File: src/rtl/mac_tx_sched_pkg.sv
// Shared types and constants for the MAC transmit scheduler.
package mac_tx_sched_pkg;
  localparam int MAC_ADDR_W = 48;
  localparam int ETH_TYPE_W = 16;
  localparam int LEN_W      = 16;

  localparam logic [7:0] START_CODE_DEF = 8'hFB;
  localparam logic [7:0] TERM_CODE_DEF  = 8'hFD;

  typedef enum logic [2:0] {
    ST_IDLE,
    ST_LOAD,
    ST_START,
    ST_WAIT_TERM,
    ST_GAP
  } state_e;
endpackage

File: src/rtl/mac_tx_scheduler_rr_arbiter.sv
// Combinational round-robin grant: first set request at or above ptr, with wrap.
module rr_arbiter #(
  parameter int NUM_REQ = 4
) (
  input  logic [NUM_REQ-1:0]         i_req,
  input  logic [$clog2(NUM_REQ)-1:0] i_ptr,
  output logic [$clog2(NUM_REQ)-1:0] o_idx,
  output logic                       o_valid
);
  localparam int IDX_W = $clog2(NUM_REQ);

  int               pos;
  logic [IDX_W-1:0] pos_idx;

  // Scan from the farthest offset down so the nearest request to ptr wins.
  always_comb begin
    o_idx   = '0;
    o_valid = 1'b0;
    pos     = 0;
    pos_idx = '0;
    for (int off = NUM_REQ - 1; off >= 0; off--) begin
      pos = int'(i_ptr) + off;
      if (pos >= NUM_REQ) pos = pos - NUM_REQ;
      pos_idx = IDX_W'(pos);
      if (i_req[pos_idx]) begin
        o_idx   = pos_idx;
        o_valid = 1'b1;
      end
    end
  end
endmodule

File: src/rtl/mac_tx_scheduler.sv
// Shares one MAC/MII frame generator between NUM_REQ requesters: round-robin
// grant, descriptor latch, start/terminate detection, watchdog and inter-frame gap.
module mac_tx_scheduler
  import mac_tx_sched_pkg::*;
#(
  parameter int         NUM_REQ          = 4,
  parameter int         PAYLOAD_MAX_SIZE = 64,
  parameter int         IFG_CYCLES       = 3,
  parameter int         TIMEOUT_CYCLES   = 512,
  parameter logic [7:0] START_CODE       = START_CODE_DEF,
  parameter logic [7:0] TERM_CODE        = TERM_CODE_DEF
) (
  input  logic                          clk,
  input  logic                          i_rst_n,
  input  logic [NUM_REQ-1:0]            i_req,
  input  logic [NUM_REQ*MAC_ADDR_W-1:0] i_dest_address,
  input  logic [NUM_REQ*ETH_TYPE_W-1:0] i_eth_type,
  input  logic [NUM_REQ*LEN_W-1:0]      i_payload_length,
  input  logic [MAC_ADDR_W-1:0]         i_src_address,
  input  logic [63:0]                   i_mii_data,
  input  logic [7:0]                    i_mii_ctrl,
  output logic                          o_start,
  output logic [MAC_ADDR_W-1:0]         o_dest_address,
  output logic [MAC_ADDR_W-1:0]         o_src_address,
  output logic [ETH_TYPE_W-1:0]         o_eth_type,
  output logic [LEN_W-1:0]              o_payload_length,
  output logic [$clog2(NUM_REQ)-1:0]    o_sel,
  output logic                          o_busy,
  output logic [NUM_REQ-1:0]            o_ack,
  output logic [NUM_REQ-1:0]            o_err,
  output logic [15:0]                   o_frame_count
);
  localparam int IDX_W = $clog2(NUM_REQ);
  localparam int TMO_W = $clog2(TIMEOUT_CYCLES + 1);
  localparam int GAP_W = $clog2(IFG_CYCLES + 1);

  // Requester handshake: i_req[k] is a level held until the one-cycle o_ack[k]
  // or o_err[k] pulse; requests are sampled only while the scheduler is IDLE.
  state_e                  state_q, state_d;
  logic [IDX_W-1:0]        gnt_q, gnt_d, ptr_q, ptr_d, sel_q, sel_d;
  logic [TMO_W-1:0]        tmo_q, tmo_d;
  logic [GAP_W-1:0]        gap_q, gap_d;
  logic                    start_q, start_d, busy_q, busy_d;
  logic [MAC_ADDR_W-1:0]   dest_q, dest_d, src_q, src_d;
  logic [ETH_TYPE_W-1:0]   type_q, type_d;
  logic [LEN_W-1:0]        len_q, len_d;
  logic [NUM_REQ-1:0]      ack_q, ack_d, err_q, err_d;
  logic [15:0]             fcnt_q, fcnt_d;

  logic [IDX_W-1:0]        arb_idx, ptr_next;
  logic                    arb_valid, start_det, term_det, timeout, len_bad;
  logic [LEN_W-1:0]        req_len;

  rr_arbiter #(.NUM_REQ(NUM_REQ)) u_arb (
    .i_req   (i_req),
    .i_ptr   (ptr_q),
    .o_idx   (arb_idx),
    .o_valid (arb_valid)
  );

  assign start_det = i_mii_ctrl[0] && (i_mii_data[7:0] == START_CODE);
  assign timeout   = (tmo_q == TMO_W'(TIMEOUT_CYCLES - 1));
  assign ptr_next  = (gnt_q == IDX_W'(NUM_REQ - 1)) ? '0 : gnt_q + 1'b1;
  assign req_len   = i_payload_length[gnt_q*LEN_W +: LEN_W];
  assign len_bad   = (req_len == '0) || (req_len > LEN_W'(PAYLOAD_MAX_SIZE));

  always_comb begin
    term_det = 1'b0;
    for (int k = 0; k < 8; k++) begin
      if (i_mii_ctrl[k] && (i_mii_data[8*k +: 8] == TERM_CODE)) term_det = 1'b1;
    end
  end

  always_comb begin
    state_d = state_q;
    gnt_d   = gnt_q;
    ptr_d   = ptr_q;
    sel_d   = sel_q;
    tmo_d   = tmo_q;
    gap_d   = gap_q;
    start_d = start_q;
    dest_d  = dest_q;
    src_d   = src_q;
    type_d  = type_q;
    len_d   = len_q;
    fcnt_d  = fcnt_q;
    ack_d   = '0;
    err_d   = '0;
    case (state_q)
      ST_IDLE: begin
        if (arb_valid) begin
          gnt_d   = arb_idx;
          state_d = ST_LOAD;
        end
      end
      ST_LOAD: begin
        dest_d = i_dest_address[gnt_q*MAC_ADDR_W +: MAC_ADDR_W];
        type_d = i_eth_type[gnt_q*ETH_TYPE_W +: ETH_TYPE_W];
        len_d  = req_len;
        src_d  = i_src_address;
        sel_d  = gnt_q;
        if (len_bad) begin
          err_d[gnt_q] = 1'b1;
          ptr_d        = ptr_next;
          gap_d        = '0;
          state_d      = ST_GAP;
        end else begin
          start_d = 1'b1;
          tmo_d   = '0;
          state_d = ST_START;
        end
      end
      ST_START, ST_WAIT_TERM: begin
        tmo_d = tmo_q + 1'b1;
        // Terminate outranks the watchdog; in START it only counts alongside start.
        if (term_det && (state_q == ST_WAIT_TERM || start_det)) begin
          start_d      = 1'b0;
          ack_d[gnt_q] = 1'b1;
          fcnt_d       = fcnt_q + 16'd1;
          ptr_d        = ptr_next;
          gap_d        = '0;
          state_d      = ST_GAP;
        end else if (timeout) begin
          start_d      = 1'b0;
          err_d[gnt_q] = 1'b1;
          ptr_d        = ptr_next;
          gap_d        = '0;
          state_d      = ST_GAP;
        end else if (state_q == ST_START && start_det) begin
          start_d = 1'b0;
          state_d = ST_WAIT_TERM;
        end
      end
      ST_GAP: begin
        if (gap_q == GAP_W'(IFG_CYCLES - 1)) state_d = ST_IDLE;
        else                                  gap_d   = gap_q + 1'b1;
      end
      default: state_d = ST_IDLE;
    endcase
    busy_d = (state_d != ST_IDLE);
  end

  always_ff @(posedge clk or negedge i_rst_n) begin
    if (!i_rst_n) begin
      state_q <= ST_IDLE;
      gnt_q   <= '0;
      ptr_q   <= '0;
      sel_q   <= '0;
      tmo_q   <= '0;
      gap_q   <= '0;
      start_q <= 1'b0;
      busy_q  <= 1'b0;
      dest_q  <= '0;
      src_q   <= '0;
      type_q  <= '0;
      len_q   <= '0;
      ack_q   <= '0;
      err_q   <= '0;
      fcnt_q  <= '0;
    end else begin
      state_q <= state_d;
      gnt_q   <= gnt_d;
      ptr_q   <= ptr_d;
      sel_q   <= sel_d;
      tmo_q   <= tmo_d;
      gap_q   <= gap_d;
      start_q <= start_d;
      busy_q  <= busy_d;
      dest_q  <= dest_d;
      src_q   <= src_d;
      type_q  <= type_d;
      len_q   <= len_d;
      ack_q   <= ack_d;
      err_q   <= err_d;
      fcnt_q  <= fcnt_d;
    end
  end

  assign o_start          = start_q;
  assign o_busy           = busy_q;
  assign o_sel            = sel_q;
  assign o_dest_address   = dest_q;
  assign o_src_address    = src_q;
  assign o_eth_type       = type_q;
  assign o_payload_length = len_q;
  assign o_ack            = ack_q;
  assign o_err            = err_q;
  assign o_frame_count    = fcnt_q;
endmodule

File: config.mk
export PLATFORM = sky130hd
export DESIGN_NAME = mac_tx_scheduler
export DESIGN_NICKNAME = d
export VERILOG_FILES = /design/src/rtl/mac_tx_sched_pkg.sv /design/src/rtl/mac_tx_scheduler_rr_arbiter.sv /design/src/rtl/mac_tx_scheduler.sv
export SDC_FILE = /design/constraint.sdc
export NUM_CORES = 1
export LEC_CHECK = 0
export ABC_AREA = 1
export BUFFER_PORTS_ARGS = -buffer_cell sky130_fd_sc_hd__buf_4
export CAP_MARGIN = 15
export CORE_AREA = 2 2 236 238
export DETAILED_ROUTE_END_ITERATION = 10
export DIE_AREA = 0 0 238 240
export SLEW_MARGIN = 10
export SYNTH_ARGS = -nofsm -noshare
export SYNTH_HDL_FRONTEND = slang
export SYNTH_SLANG_ARGS = --single-unit
File: constraint.sdc
create_clock -name clk -period 3.8 [get_ports clk]
set_input_delay 0.57 -clock clk [delete_from_list [all_inputs] [get_ports clk]]
set_output_delay 0.57 -clock clk [all_outputs]
set_load 0.005 [all_outputs]
After elaboration in Yosys (flattened, before gate mapping)
Cells that the tools add are included.

storage, ports and cells
  logic and storage cells = 148
  flip-flop bits (word level) = 175
  input port bits = 446
  output and inout port bits = 156

cells by class
  $add $sub $neg = 11
  order comparisons = 11
  shift-type cells = 3
  multiply operators = 1
  equality and inequality tests = 21
  muxes and demuxes = 60
  reduce and logical (&&, ||, !) cells = 26

operators by type and width
  cell                   count
  $shiftx 192x9->48      1
  $shiftx 64x7->16       2
  $eq 8x8->1 const B     9
  $mux 2                 16
  $mux 1                 21
  $mux 4                 5
  $pmux 10 s2            1
  $mux 3                 6
  $add 16x1->16 const B  1
  $gt 16x7->1 const B    1
  $logic_not 16->1       1
  $lt 2x3->1 const B     5
  $logic_and 1x1->1      12
  $pmux 3 s4             1
  $add 10x1->10 const B  1
  $eq 10x9->1 const B    1
  $mux 10                1
  $ge 3x3->1 const B     3
  $bmux 1 s2             4
  $pmux 4 s2             1
  $sub 2x1->2 const B    4
  $add 2x2->3 const B    2
  $eq 3x2->1 const B     2
  $ne 2x2->1 const B     3
  other kinds (22)       29

Depth between registers and ports, before layout
  depth in word-level cells = 14
  depth in mapped cells = 17
  mapped depth without buffers = 13

By module
Synthesis repeated with hierarchy kept, for this count alone.

unflattened totals
  cells, all modules = 1422
  area, all modules = 9933.3 um2

by module, submodules not included
  module            area each (um2)  instances  cells an instance
  mac_tx_scheduler  9708.1           1          1378
  rr_arbiter        225.2            1          44

Least setup slack after synthesis
No wires, ideal clock.

  path kind = register -> register
  start = register gnt_q[1]
  end = register start_q (netlist: o_start)
  required time = 3.682 ns
  arrival time = 1.642 ns
  clock period less this slack = 1.761 ns
  path slack = 2.039 ns
  stages on the path, launching flop included = 16
  path through = dfrtp_1 buf_2 inv_2 buf_4 nand3_1 nand2_1 nand2_1 inv_1 nand2_1 nor2_2 nand3_1 nand2_2 buf_6 nand3_1 nand2_1 nand2_1

on the way
  word-level cells in the longest chain between the ends = 5
  elaborated cells on any way between the ends = 6

ends and longest elaborated chain
  what                                             line                     RTL
  start, declared                                  mac_tx_scheduler.sv:40   logic [IDX_W-1:0] gnt_q, gnt_d, ptr_q, ptr_d, sel_q, sel_d;
  start signal, assigned                           mac_tx_scheduler.sv:162  gnt_q <= gnt_d;
  $shiftx 64x7->16 (*)                             mac_tx_scheduler.sv:64   assign req_len = i_payload_length[gnt_q*LEN_W +: LEN_W];
  $gt 16x7->1 or $logic_not 16->1 (tied branches)  mac_tx_scheduler.sv:65   assign len_bad = (req_len == '0) || (req_len > LEN_W'(PAYLOAD_MAX_SIZE));
  $logic_or 1x1->1 (*)                             mac_tx_scheduler.sv:65
  $ne 2x2->1 (no source line) (*)                  -
  $reduce_and 3->1 (no source line) (*)            -
  end signal, assigned                             mac_tx_scheduler.sv:167  start_q <= start_d;
  end, declared                                    mac_tx_scheduler.sv:43   logic start_q, start_d, busy_q, busy_d;

Every way passes the cells marked *; elsewhere a longest branch is shown, timed or not.
A chain may end at the register's enable or synchronous reset.

Worst setup path after layout
  start = register gnt_q[0]
  end = register tmo_q[2]

on the way
  word-level cells in the longest chain between the ends = 5
  elaborated cells on any way between the ends = 6

ends and longest elaborated chain
  what                                             line                     RTL
  $shiftx 64x7->16 (*)                             mac_tx_scheduler.sv:64
  $gt 16x7->1 or $logic_not 16->1 (tied branches)  mac_tx_scheduler.sv:65
  $logic_or 1x1->1 (*)                             mac_tx_scheduler.sv:65
  $ne 2x2->1 (no source line) (*)                  -
  $reduce_and 2->1 (no source line) (*)            -
  end signal, assigned                             mac_tx_scheduler.sv:165  tmo_q <= tmo_d;
  end, declared                                    mac_tx_scheduler.sv:41   logic [TMO_W-1:0] tmo_q, tmo_d;

Marks and branches as above.

==> metrics.md <==
| Metric | Value |
|---|---|
| Setup Skew | around 13 ps |
| RePlAce Congestion | between 0.9 and 1 |
| Yosys warnings | 0 |
| CP endpoint kind | register |
| CP required | ~4200 ps |
| Sw Pwr | approximately 0.0047 W |
| CTS tree | built |
| Post-synthesis cell type count | 32 |
| Post-Route WL | about 45 mm |
| Rows | 86 |
| Nets | between 2k and 2.5k |
| Rel. slew slack | approximately 40% |
| Syn_area_per_cell | 6.917 µm² |
| Syn Inst Count | about 1.4k |
| Global-route wire length before repair | 66.10 mm |
| Worst setup path end | tmo_q[2] |
| Post-synthesis sequential area ratio | roughly 44% |
| Synth Cell Area | 0.009863 mm² |
| Max frequency | 392.5 MHz |
| Die area | 0.05712 mm² |
| Root Buffer | clkbuf_16 |
| Min-Delay Path Class | input pin to async pin |
| Core Box Area | 0.05466 mm² |
| Drt initial violations | ~640 |
| Worst r2r src | gnt_q[0] |
| Routed vias/inst | 4.361 |
| Worst vdd ir | between 0.0005 and 0.0006 V |
| Synthesized Nets | between 1.5k and 2k |
| Worst Tran Pin Value | ~900 ps |
| Post-CTS Resized | 0 |
| # IOs | 602 |
| Crit Reg-Reg Endpoint | tmo_q[2] |
| Post-route ant nets | 0 |
| R2R depth | 12 |
| Placement Cell Area | about 0.015 mm² |
| Clk pwr share | between 10% and 20% |
| Die Wd | 238 µm |
| Initial cell density of the core | a little under a fifth |
| CTS Buf Count | 17 |
| Final Hold Vio Count | 0 |
| Crit path from | gnt_q[0] |
| CTS clk-pin slew, worst paths | around 80 ps |
| Setup violators final | 0 |
| DR WL/cell | 16.54 µm |
| Initial antenna violation count | 2 |
| Clock Sinks | between 150 and 200 |
| Ratio of cells with drive above 1 in the final layout | between 30% and 40% |
| Flop2flop setup slack | roughly 1300 ps |
| Crit path kind | register to register |
| Clk_lat worst skew | roughly 480 ps |
| Final instance area | between 0.015 and 0.02 mm² |
| Post-route minimum period | between 2000 and 3000 ps |
| Chip Height | between 200 and 250 µm |
| Hold-fix buffers, CTS | 0 |
| Worst EP arrival | a little under 3000 ps |
| RSZ-0062 raised after global routing | false |
| Switching Share | 44.06% |
| Pwr Density | a little under 700 mW/mm² |
| Worst-path fanout max | between 70 and 80 |
| Fin util | between 20% and 30% |
| Count of input and output buffers | between 600 and 700 |
| DRT Pass-1 Iters | 5 |
| Post-detail-place hpwl | 34.77 mm |
| MaxCap Viol Count | 0 |
| Final TNS setup | 0 ps |
| Logic pwr share | a little over half |
| DRC | 0 |
| Crit share post-route | between 60 and 70% |
| Gr usage total | ~15% |
| Post-CTS setup buffers | 0 |
| Total gr overflow | 0 |
| Final Max Slew Viols | 0 |
| Crit path launch type | register |
| Placed insts | about 2.7k |
| Part of the power in registers | 29.1% |
| Max Buffers Root-to-Sink | 2 |
| Largest net degree at the start of global routing | between 100 and 150 |
| #FFs+latches synth | 175 |
| Cell-internal power | around 0.006 W |
| Routed vias | 11.76k |
| Fin cells | between 2k and 3k |
| Leakage | 8.165 nW |
| Status | finished clean |
| Synth-to-layout area growth | 59.32% |
| Via count of the first global-routing pass | 11.53k |
| H-tree levels | 4 |
-- logic make-up after synthesis --
family / share of synthesized area [%]
DFF: 44.40
and+or+nand+nor: 33.34
adders and majority gates: 0.8879
buffers and inverters: 6.305
AOI/OAI and AO/OA: 13.29
xor gates and xnor gates: 1.776
-- synth_stat cells --
master      n  area share (%)
nor3_1     12            0.61
o31ai_1     1           0.076
nor2_1    172             6.5
buf_1       1           0.038
buf_6       4            0.46
clkinv_1    1           0.038
inv_2       2           0.076
nand4_1    15            0.95
nand3_1    63             3.2
dfrtp_1   175              44
nand2b_1    1           0.063
nor3_2      1            0.10
xnor2_1     8            0.71
a31oi_1     1           0.063
o21ai_1     1           0.051
buf_4       2            0.15
inv_1      60             2.3
o21ai_0   168             8.5
nand2_2     3            0.19
nor2_2      2            0.13
buf_2      17            0.86
o22ai_1    65             4.1
o21bai_1    1           0.076
nand2_1   555              21
or2_2       1           0.063
or3_1       1           0.063
a21oi_1     6            0.30
nand3b_1    4            0.30
xor2_1     12             1.1
clkbuf_1   63             2.4
o211ai_1    1           0.076
ha_1        7            0.89
-- layer usage --
| layer | part of all wire, % | vias to the layer above | GRT usage (%) | wire length, µm |
|---|---|---|---|---|
| li1 | - | 5713 | - | - |
| met1 | 40 | 5451 | 17.50 | 17690 |
| met2 | 47 | 520 | 25.31 | 20980 |
| met3 | 8.9 | 73 | 5.212 | 3962 |
| met4 | 4.4 | 0 | 7.955 | 1948 |
| met5 | 0 | - | 0 | 0 |
-- registers in the layout, indices dropped and copies added (netlist names) --
signal	cells
o_dest_address	48
o_src_address	48
o_eth_type	16
o_frame_count	16
o_payload_length	16
tmo_q	10
o_ack	4
o_err	4
state_q	3
gap_q	2
gnt_q	2
o_sel	2
ptr_q	2
o_busy	1
o_start	1
-- worst max-delay path, cell delays in order, from the launching register on --
cell     delay [ps]
dfrtp_4         480
buf_4           590
nand2_1         160
nand3_1         150
nand2_1          70
nand2_1          90
nor2_1           40
nand2_1          80
nand3_1         100
nand2_2         220
nand2_2         200
nand2_1          90
o21ai_0          80
-- per-stage QoR --
stage	setup WS [ps]	hold WS [ps]	total power, W
detailed placement	1257	460.4	0.008775
global route	1006	238.1	0.01160
floorplan	2039	274.4	0.006078
CTS	1233	196.3	0.01086
global placement	1290	455.0	0.008689
finish	1252	191.5	0.01069
-- cell usage in the layout (no fill, tap or decap) --
master and n:
nand2b_1 1, dfrtp_1 173, xnor2_1 8, inv_8 4, o211ai_1 1, o21bai_1 1, ha_1 7, o21ai_0 168
o31ai_1 1, bufinv_16 3, inv_1 59, nand4_1 15, nor2_1 172, nand3b_1 4, clkinv_8 3, inv_2 1
o21ai_1 1, buf_4 615, nand3_1 63, clkinv_1 1, a21oi_1 6, inv_6 2, nor3_4 1, buf_12 2
nand2_1 555, xor2_1 12, inv_4 2, o22ai_1 65, clkinv_4 2, nor3_1 12, nor2_2 2, or3_1 1
a31oi_1 1, or2_2 1, dfrtp_4 2, clkbuf_16 17, diode_2 3, nand2_2 3, clkbuf_8 2
-- final cells by class --
class | count | area, µm²
fill | 5964 | 38950
tap | 704 | 880.8
inverter | 63 | 241.5
timing repair buffer | 618 | 4671
sequential | 175 | 4387
clock inverter | 14 | 219.0
clock buffer | 18 | 439.2
multi-input combinational | 1101 | 4868
antenna | 3 | 7.507
-- worst min path at each step --
stage                       from                 to  slack (ps)  cells past startpoint
5_1_grt                  i_rst_n  o_src_address[11]         240                      1
3_5_place_dp   o_src_address[31]  o_src_address[31]         460                      2
4_1_cts                  i_rst_n  o_frame_count[11]         200                      1
2_1_floorplan            i_rst_n           gap_q[0]         270                      0
6_report                 i_rst_n  o_frame_count[11]         190                      1
3_3_place_gp   o_src_address[24]  o_src_address[24]         460                      2
-- power by group through the flow --
stage | Combinational [W] | Sequential [W] | Clock, W
floorplan | 0.00300 | 0.00307 | 0
global placement | 0.00559 | 0.00310 | 0
detailed placement | 0.00564 | 0.00314 | 0
CTS | 0.00565 | 0.00311 | 0.00210
global route | 0.00623 | 0.00321 | 0.00216
finish | 0.00558 | 0.00311 | 0.00200
Note: power is estimated with default switching activity, not from simulation.
